`config.mk`:
```
export PLATFORM = sky130hd
export DESIGN_NAME = muldiv_issue_arb_flat
export DESIGN_NICKNAME = d
export VERILOG_FILES = /design/src/rtl/muldiv_issue_arb_if.sv /design/src/rtl/muldiv_issue_arb.sv /design/src/flat_wrapper.sv
export SDC_FILE = /design/constraint.sdc
export NUM_CORES = 1
export LEC_CHECK = 0
export CORE_UTILIZATION = 33
export DETAILED_ROUTE_END_ITERATION = 6
export HOLD_SLACK_MARGIN = 0.02
export PLACE_DENSITY_LB_ADDON = 0.12
export SETUP_SLACK_MARGIN = 0.5
export SLEW_MARGIN = 20
export SYNTH_ARGS = -nofsm -noshare
export SYNTH_HDL_FRONTEND = slang
export SYNTH_SLANG_ARGS = --single-unit
```
`constraint.sdc`:
```
create_clock -name clk -period 1.6 [get_ports clk]
set_input_delay 0.32 -clock clk [delete_from_list [all_inputs] [get_ports clk]]
set_output_delay 0.32 -clock clk [all_outputs]
set_load 0.05 [all_outputs]
```
`src/rtl/muldiv_issue_arb_if.sv`:
```
// Signal bundle between the harts, the shared muldiv unit and the
// register-file write-back port, as seen by the issue arbiter.
//
// Handshakes: a transfer happens on the rising edge where valid and
// ready are both high. Valid never waits for ready, and the payload
// stays stable while valid is high and ready is low.
// For requests this is req_valid[h] & req_ready[h].
// For write-back it is wb_valid & wb_ready.
interface muldiv_issue_arb_if #(
    parameter int HART_NUM   = 2,
    parameter int HART_ID_W  = 1,
    parameter int XLEN       = 32,
    parameter int REG_ADDR_W = 5
);
    logic [HART_NUM-1:0]            req_valid;
    logic [HART_NUM*3-1:0]          req_op;
    logic [HART_NUM*XLEN-1:0]       req_a;
    logic [HART_NUM*XLEN-1:0]       req_b;
    logic [HART_NUM*REG_ADDR_W-1:0] req_rd;
    logic [HART_NUM-1:0]            req_ready;

    logic                  muldiv_start;
    logic [2:0]            muldiv_op;
    logic [XLEN-1:0]       muldiv_a;
    logic [XLEN-1:0]       muldiv_b;
    logic [HART_ID_W-1:0]  muldiv_hart_id;
    logic [REG_ADDR_W-1:0] muldiv_rd;
    logic                  muldiv_busy;
    logic                  muldiv_done;
    logic [XLEN-1:0]       muldiv_result;
    logic [HART_ID_W-1:0]  muldiv_done_hart_id;
    logic [REG_ADDR_W-1:0] muldiv_done_rd;

    logic                  wb_valid;
    logic [HART_ID_W-1:0]  wb_hart_id;
    logic [REG_ADDR_W-1:0] wb_rd;
    logic [XLEN-1:0]       wb_data;
    logic                  wb_ready;

    logic [HART_NUM-1:0]   hart_pending;
    logic                  tag_err;

    // Environment side: harts, muldiv unit and register file.
    modport master (
        output req_valid, req_op, req_a, req_b, req_rd,
        input  req_ready,
        input  muldiv_start, muldiv_op, muldiv_a, muldiv_b, muldiv_hart_id, muldiv_rd,
        output muldiv_busy, muldiv_done, muldiv_result, muldiv_done_hart_id, muldiv_done_rd,
        input  wb_valid, wb_hart_id, wb_rd, wb_data,
        output wb_ready,
        input  hart_pending, tag_err
    );

    // Arbiter side.
    modport slave (
        input  req_valid, req_op, req_a, req_b, req_rd,
        output req_ready,
        output muldiv_start, muldiv_op, muldiv_a, muldiv_b, muldiv_hart_id, muldiv_rd,
        input  muldiv_busy, muldiv_done, muldiv_result, muldiv_done_hart_id, muldiv_done_rd,
        output wb_valid, wb_hart_id, wb_rd, wb_data,
        input  wb_ready,
        output hart_pending, tag_err
    );
endinterface

```
`src/rtl/muldiv_issue_arb.sv`:
```
// Round-robin issue stage for the shared muldiv unit. It allows one
// operation in flight at a time. The unit's done pulse is captured into
// a write-back register, which is held until the register file takes it.
module muldiv_issue_arb #(
    parameter int HART_NUM   = 2,
    parameter int HART_ID_W  = 1,
    parameter int XLEN       = 32,
    parameter int REG_ADDR_W = 5
) (
    input  logic              clk,
    input  logic              rst_n,
    muldiv_issue_arb_if.slave bus,
    output logic [1:0]        dbg_state
);
    typedef enum logic [1:0] {
        IDLE  = 2'd0,
        START = 2'd1,
        WAIT  = 2'd2,
        WB    = 2'd3
    } state_t;

    state_t state, state_nxt;

    logic [HART_ID_W-1:0]  rr_ptr;
    logic [HART_ID_W-1:0]  rr_nxt;
    logic [HART_ID_W-1:0]  grant_id;
    logic [HART_ID_W-1:0]  cand_id;
    logic                  grant_any;
    logic                  grant;
    logic [HART_NUM-1:0]   eligible;
    logic [HART_NUM-1:0]   ready;
    int                    cand;

    logic                  start_q;
    logic [2:0]            op_q;
    logic [XLEN-1:0]       a_q;
    logic [XLEN-1:0]       b_q;
    logic [HART_ID_W-1:0]  hart_q;
    logic [REG_ADDR_W-1:0] rd_q;
    logic                  wb_valid_q;
    logic [HART_ID_W-1:0]  wb_hart_q;
    logic [REG_ADDR_W-1:0] wb_rd_q;
    logic [XLEN-1:0]       wb_data_q;
    logic [HART_NUM-1:0]   pend_q;
    logic                  tag_err_q;

    // Pick the first eligible hart, searching from rr_ptr and wrapping.
    always_comb begin
        eligible  = bus.req_valid & ~pend_q;
        grant_any = 1'b0;
        grant_id  = '0;
        cand      = 0;
        cand_id   = '0;
        for (int i = 0; i < HART_NUM; i++) begin
            cand = int'(rr_ptr) + i;
            if (cand >= HART_NUM) cand = cand - HART_NUM;
            cand_id = HART_ID_W'(cand);
            if (!grant_any && eligible[cand_id]) begin
                grant_any = 1'b1;
                grant_id  = cand_id;
            end
        end
        grant  = (state == IDLE) && !bus.muldiv_busy && grant_any;
        rr_nxt = (int'(grant_id) == HART_NUM - 1) ? '0 : grant_id + 1'b1;
        ready  = '0;
        if (grant) ready[grant_id] = 1'b1;
    end

    // State register.
    always_ff @(posedge clk or negedge rst_n) begin
        if (!rst_n) state <= IDLE;
        else        state <= state_nxt;
    end

    // Next-state logic: one op goes from grant, through start and wait, to write-back.
    always_comb begin
        state_nxt = state;
        case (state)
            IDLE:    if (grant) state_nxt = START;
            START:   state_nxt = WAIT;
            WAIT:    if (bus.muldiv_done) state_nxt = WB;
            WB:      if (bus.wb_ready) state_nxt = IDLE;
            default: state_nxt = IDLE;
        endcase
    end

    // Request latch, done capture, pending bookkeeping and error flag.
    always_ff @(posedge clk or negedge rst_n) begin
        if (!rst_n) begin
            rr_ptr     <= '0;
            start_q    <= 1'b0;
            op_q       <= '0;
            a_q        <= '0;
            b_q        <= '0;
            hart_q     <= '0;
            rd_q       <= '0;
            wb_valid_q <= 1'b0;
            wb_hart_q  <= '0;
            wb_rd_q    <= '0;
            wb_data_q  <= '0;
            pend_q     <= '0;
            tag_err_q  <= 1'b0;
        end else begin
            start_q <= grant;
            if (grant) begin
                op_q             <= bus.req_op[int'(grant_id)*3 +: 3];
                a_q              <= bus.req_a[int'(grant_id)*XLEN +: XLEN];
                b_q              <= bus.req_b[int'(grant_id)*XLEN +: XLEN];
                rd_q             <= bus.req_rd[int'(grant_id)*REG_ADDR_W +: REG_ADDR_W];
                hart_q           <= grant_id;
                pend_q[grant_id] <= 1'b1;
                rr_ptr           <= rr_nxt;
            end
            // A done outside WAIT has no op to belong to. Its data is dropped.
            if (bus.muldiv_done) begin
                if (state == WAIT) begin
                    wb_valid_q <= 1'b1;
                    wb_data_q  <= bus.muldiv_result;
                    wb_hart_q  <= bus.muldiv_done_hart_id;
                    wb_rd_q    <= bus.muldiv_done_rd;
                    if (bus.muldiv_done_hart_id != hart_q || bus.muldiv_done_rd != rd_q)
                        tag_err_q <= 1'b1;
                end else begin
                    tag_err_q <= 1'b1;
                end
            end
            if (wb_valid_q && bus.wb_ready) begin
                wb_valid_q        <= 1'b0;
                pend_q[wb_hart_q] <= 1'b0;
            end
        end
    end

    assign bus.req_ready      = ready;
    assign bus.muldiv_start   = start_q;
    assign bus.muldiv_op      = op_q;
    assign bus.muldiv_a       = a_q;
    assign bus.muldiv_b       = b_q;
    assign bus.muldiv_hart_id = hart_q;
    assign bus.muldiv_rd      = rd_q;
    assign bus.wb_valid       = wb_valid_q;
    assign bus.wb_hart_id     = wb_hart_q;
    assign bus.wb_rd          = wb_rd_q;
    assign bus.wb_data        = wb_data_q;
    assign bus.hart_pending   = pend_q;
    assign bus.tag_err        = tag_err_q;
    assign dbg_state          = state;
endmodule
```
`src/flat_wrapper.sv`:
```
// flat-port wrapper written by rule: the top's interface ports become plain ports
module muldiv_issue_arb_flat 
#(
    parameter int HART_NUM   = 2,
    parameter int HART_ID_W  = 1,
    parameter int XLEN       = 32,
    parameter int REG_ADDR_W = 5
)
  (clk, rst_n, dbg_state, bus_req_valid, bus_req_op, bus_req_a, bus_req_b, bus_req_rd, bus_req_ready, bus_muldiv_start, bus_muldiv_op, bus_muldiv_a, bus_muldiv_b, bus_muldiv_hart_id, bus_muldiv_rd, bus_muldiv_busy, bus_muldiv_done, bus_muldiv_result, bus_muldiv_done_hart_id, bus_muldiv_done_rd, bus_wb_valid, bus_wb_hart_id, bus_wb_rd, bus_wb_data, bus_wb_ready, bus_hart_pending, bus_tag_err);
  muldiv_issue_arb_if #(.HART_NUM(HART_NUM), .HART_ID_W(HART_ID_W), .XLEN(XLEN), .REG_ADDR_W(REG_ADDR_W)) bus_i ();
  input  logic clk;
  input  logic rst_n;
  output logic [1:0] dbg_state;
  input wire logic [$bits(bus_i.req_valid)-1:0] bus_req_valid;
  input wire logic [$bits(bus_i.req_op)-1:0] bus_req_op;
  input wire logic [$bits(bus_i.req_a)-1:0] bus_req_a;
  input wire logic [$bits(bus_i.req_b)-1:0] bus_req_b;
  input wire logic [$bits(bus_i.req_rd)-1:0] bus_req_rd;
  output wire logic [$bits(bus_i.req_ready)-1:0] bus_req_ready;
  output wire logic [$bits(bus_i.muldiv_start)-1:0] bus_muldiv_start;
  output wire logic [$bits(bus_i.muldiv_op)-1:0] bus_muldiv_op;
  output wire logic [$bits(bus_i.muldiv_a)-1:0] bus_muldiv_a;
  output wire logic [$bits(bus_i.muldiv_b)-1:0] bus_muldiv_b;
  output wire logic [$bits(bus_i.muldiv_hart_id)-1:0] bus_muldiv_hart_id;
  output wire logic [$bits(bus_i.muldiv_rd)-1:0] bus_muldiv_rd;
  input wire logic [$bits(bus_i.muldiv_busy)-1:0] bus_muldiv_busy;
  input wire logic [$bits(bus_i.muldiv_done)-1:0] bus_muldiv_done;
  input wire logic [$bits(bus_i.muldiv_result)-1:0] bus_muldiv_result;
  input wire logic [$bits(bus_i.muldiv_done_hart_id)-1:0] bus_muldiv_done_hart_id;
  input wire logic [$bits(bus_i.muldiv_done_rd)-1:0] bus_muldiv_done_rd;
  output wire logic [$bits(bus_i.wb_valid)-1:0] bus_wb_valid;
  output wire logic [$bits(bus_i.wb_hart_id)-1:0] bus_wb_hart_id;
  output wire logic [$bits(bus_i.wb_rd)-1:0] bus_wb_rd;
  output wire logic [$bits(bus_i.wb_data)-1:0] bus_wb_data;
  input wire logic [$bits(bus_i.wb_ready)-1:0] bus_wb_ready;
  output wire logic [$bits(bus_i.hart_pending)-1:0] bus_hart_pending;
  output wire logic [$bits(bus_i.tag_err)-1:0] bus_tag_err;
  assign bus_i.req_valid = bus_req_valid;
  assign bus_i.req_op = bus_req_op;
  assign bus_i.req_a = bus_req_a;
  assign bus_i.req_b = bus_req_b;
  assign bus_i.req_rd = bus_req_rd;
  assign bus_req_ready = bus_i.req_ready;
  assign bus_muldiv_start = bus_i.muldiv_start;
  assign bus_muldiv_op = bus_i.muldiv_op;
  assign bus_muldiv_a = bus_i.muldiv_a;
  assign bus_muldiv_b = bus_i.muldiv_b;
  assign bus_muldiv_hart_id = bus_i.muldiv_hart_id;
  assign bus_muldiv_rd = bus_i.muldiv_rd;
  assign bus_i.muldiv_busy = bus_muldiv_busy;
  assign bus_i.muldiv_done = bus_muldiv_done;
  assign bus_i.muldiv_result = bus_muldiv_result;
  assign bus_i.muldiv_done_hart_id = bus_muldiv_done_hart_id;
  assign bus_i.muldiv_done_rd = bus_muldiv_done_rd;
  assign bus_wb_valid = bus_i.wb_valid;
  assign bus_wb_hart_id = bus_i.wb_hart_id;
  assign bus_wb_rd = bus_i.wb_rd;
  assign bus_wb_data = bus_i.wb_data;
  assign bus_i.wb_ready = bus_wb_ready;
  assign bus_hart_pending = bus_i.hart_pending;
  assign bus_tag_err = bus_i.tag_err;
  muldiv_issue_arb #(.HART_NUM(HART_NUM), .HART_ID_W(HART_ID_W), .XLEN(XLEN), .REG_ADDR_W(REG_ADDR_W)) u_core (.clk(clk), .rst_n(rst_n), .bus(bus_i), .dbg_state(dbg_state));
endmodule
```
==> results_dict.tcl <==
set metrics [dict create \
    clk_latency_ps 410 \
    tightest_slew_ps 372 \
    ys_types 29 \
    synth_warnings 0 \
    wl_per_cell_um 21.0 \
    place_hpwl_mm 11.5 \
    worst_ep_required_time_ps 1890 \
    core-area_mm2 0.0145 \
    grt_pass1_wl_mm 30.0 \
    powerDensity_mw_per_mm2 2250 \
    cap_violations 0 \
    vias 5170 \
    synthesis.nets 560 \
    drc 19 \
    r2r-start "u_core.dbg_state[0]" \
    preCtsSetupSlack_ps -464 \
    avgViaCountPerCell 5.15 \
    min_path_type "primary input to asynchronous set/reset pin" \
    fillers 901 \
    syn_to_final_growth_pct 125 \
    critPathLaunchType "flop" \
    postPlaceCellArea_mm2 0.00835 \
    fmax_mhz 497 \
    gp_congestion 0.811 \
    outcome "finished with violations" \
    die_h_um 124 \
    ioPinCount 309 \
    antenna_left 0 \
    io_buffers 308 \
    worstSetupEndpointType "flop" \
    cts_tree "done" \
    initial_core_util 0.339 \
    synthesis.area_mm2 0.00493 \
    syn_area_per_cell_um2 13.4 \
    finalClockSkew_ps 4.31 \
    final.period_utilization 1.26 \
    grt_antenna_before_repair 0 \
    routed_wl_mm 21.1 \
    final.setup.worst_slack_ps -412 \
    grt_pass1_vias 5360 \
    ctsRootBufferMaster "clkbuf_16" \
    die_x_um 124 \
    drive_gt1_frac 0.431 \
    htreeDepth 4 \
    critPathKind "flop to flop" \
    syn_inst 368 \
    dr.pass1.iters 7 \
    grt_overflow_total 0 \
    final-max-slew-violation-count 0 \
    clk_path_buf_depth 2 \
    synth_seq_cells 119 \
    maxSlewHeadroom 0.752 \
    cts_buffers 17 \
    die_area_mm2 0.0154 \
    clk_pin_slew_worst_paths_ps 50 \
    p_leak_nw 5.44 \
    grt_start_max_net_pins 36 \
    cp-startpoint "u_core.dbg_state[0]" \
    setup_viol 114 \
    cts.sinks 119 \
    synth_seq_area_share 0.604 \
    violations "DRC, setup timing" \
    finalHoldViolCount 0 \
    drt-initial-drc-count 515 \
    rows 44 \
    period_needed_ps 2010 \
    grt_usage 0.257 \
    peakVddDrop_mv 1.10 \
    cp_max_fo 7 \
    design_area_mm2 0.0111 \
    antenna_cells 0 \
    rsz0062_at_grt "true" \
    fin_nets 999 \
    worstPathArrival_ps 2300 \
]
## worst max-delay path: stages (launching register included)
cell	delay, ps
dfrtp_2	420
inv_2	80
ha_4	150
nor2b_4	160
buf_6	120
o21ai_4	70
buf_8	160
buf_12	120
buf_16	130
a222oi_1	400
inv_1	70
## stage by stage
step                power, mW  TNS, ps   util  hold WS [ps]  instances
CTS                      24.3   -20900  0.735           357        963
global placement         16.9   -29980  0.574           252        867
floorplan                12.7    -8990      -          24.4        368
global route             25.9   -34670  0.764           376       1003
finish                   25.0   -27170  0.764           364       1003
detailed placement       17.0   -34200  0.574           252        867
## cell families (layout without fill, tap and decap cells)
kind of cell | count (synthesis) | after routing | share of synthesized area
flops | 119 | 119 | 0.604
compound gates | 83 | 84 | 0.168
mux | 40 | 40 | 0.0911
fa+ha+maj | 3 | 3 | 0.00762
xor+xnor | 6 | 6 | 0.0107
simple gates | 11 | 11 | 0.0145
buf+inv | 106 | 556 | 0.104
## path summary, 6_finish.rpt
kind / to / slack [ps] / depth (start not counted)
worst max-delay path: u_core.bus.muldiv_a[12] / -410 / 10
worst min-delay path: u_core.bus.wb_data[10] / 360 / 2
worst max register to register: u_core.bus.muldiv_a[12] / -410 / 10
worst min register to register: u_core.bus.tag_err / 510 / 1
max in group asynchronous: u_core.bus.wb_data[21] / 650 / 3
min in group clk: u_core.bus.muldiv_b[10] / 500 / 3
## registers in the layout, summed over array words and instances, names as in the netlist
| signal | cells |
|---|---|
| u_core.bus.hart_pending | 2 |
| u_core.bus.muldiv_a | 32 |
| u_core.bus.muldiv_b | 32 |
| u_core.bus.muldiv_hart_id | 1 |
| u_core.bus.muldiv_op | 3 |
| u_core.bus.muldiv_rd | 5 |
| u_core.bus.muldiv_start | 1 |
| u_core.bus.tag_err | 1 |
| u_core.bus.wb_data | 32 |
| u_core.bus.wb_hart_id | 1 |
| u_core.bus.wb_rd | 5 |
| u_core.bus.wb_valid | 1 |
| u_core.dbg_state | 2 |
| u_core.rr_ptr | 1 |
## cell usage after synthesis (all sizes together)
master / count / area, um^2
nand2: 2 / 7.51
a222oi: 72 / 721
nand4: 1 / 6.26
nand2b: 1 / 13.8
xnor2: 3 / 26.3
dfrtp: 119 / 2980
mux2i: 1 / 10.0
buf: 22 / 198
a31oi: 1 / 6.26
a21oi: 2 / 10.0
o22a: 1 / 8.76
a21o: 1 / 7.51
o32a: 1 / 10.0
nor2b: 4 / 30.0
inv: 78 / 293
mux2: 39 / 439
o21ai: 1 / 8.76
xor2: 3 / 26.3
a221o: 1 / 10.0
ha: 3 / 37.5
clkbuf: 6 / 22.5
o21bai: 1 / 7.51
o211a: 1 / 10.0
a2111oi: 1 / 27.5
nor4: 1 / 6.26
nor2: 2 / 7.51
## power by group
| group | leakage, nW | internal (mW) | switching (mW) |
|---|---|---|---|
| Clock | 0.302 | 2.59 | 1.31 |
| Combinational | 3.69 | 7.47 | 8.01 |
| Sequential | 1.45 | 4.46 | 1.17 |
| Total | 5.44 | 14.5 | 10.5 |
## layer usage
layer / global-route usage / up-vias / part of all wire
met2: 0.452 / 301 / 0.52
met4: 0.118 / 0 / 0.040
met5: 0 / - / 0
li1: - / 2275 / -
met3: 0.0703 / 58 / 0.067
met1: 0.288 / 2536 / 0.38
## area by class of cell
| cell class | instances | area, um^2 | area share |
|---|---|---|---|
| repair buffers | 447 | 5290 | 0.477 |
| clock inverters | 9 | 123 | 0.0110 |
| multi-input cells | 144 | 1700 | 0.153 |
| clock buffers | 22 | 484 | 0.0436 |
| well taps | 184 | 230 | 0.0207 |
| flip-flops and latches | 119 | 2990 | 0.269 |
| inverters | 78 | 293 | 0.0264 |
## layout by cell type, fill, tap and decap left out, types with 5 or more instances in the layout
cell,netlist,routed
clkdlybuf4s50_1,0,187
buf_6,14,122
dfrtp_1,119,113
inv_1,78,74
a222oi_1,72,72
buf_4,0,72
mux2_4,0,39
buf_12,0,35
clkbuf_16,0,23
buf_16,0,20
dfrtp_2,0,6
clkinv_2,0,5
## repair_timing
| action | in CTS | in global routing |
|---|---|---|
| resized for setup | 200 | 9 |
| cloned | 23 | 5 |
| setup endpoints to repair | 239 | 239 |
| setup buffers | 41 | 35 |
| pin swaps | 64 | 37 |
| hold endpoints to repair | 16 | 0 |
| hold buffers | 1 | 0 |
Note: power is estimated with default switching activity, not from simulation.
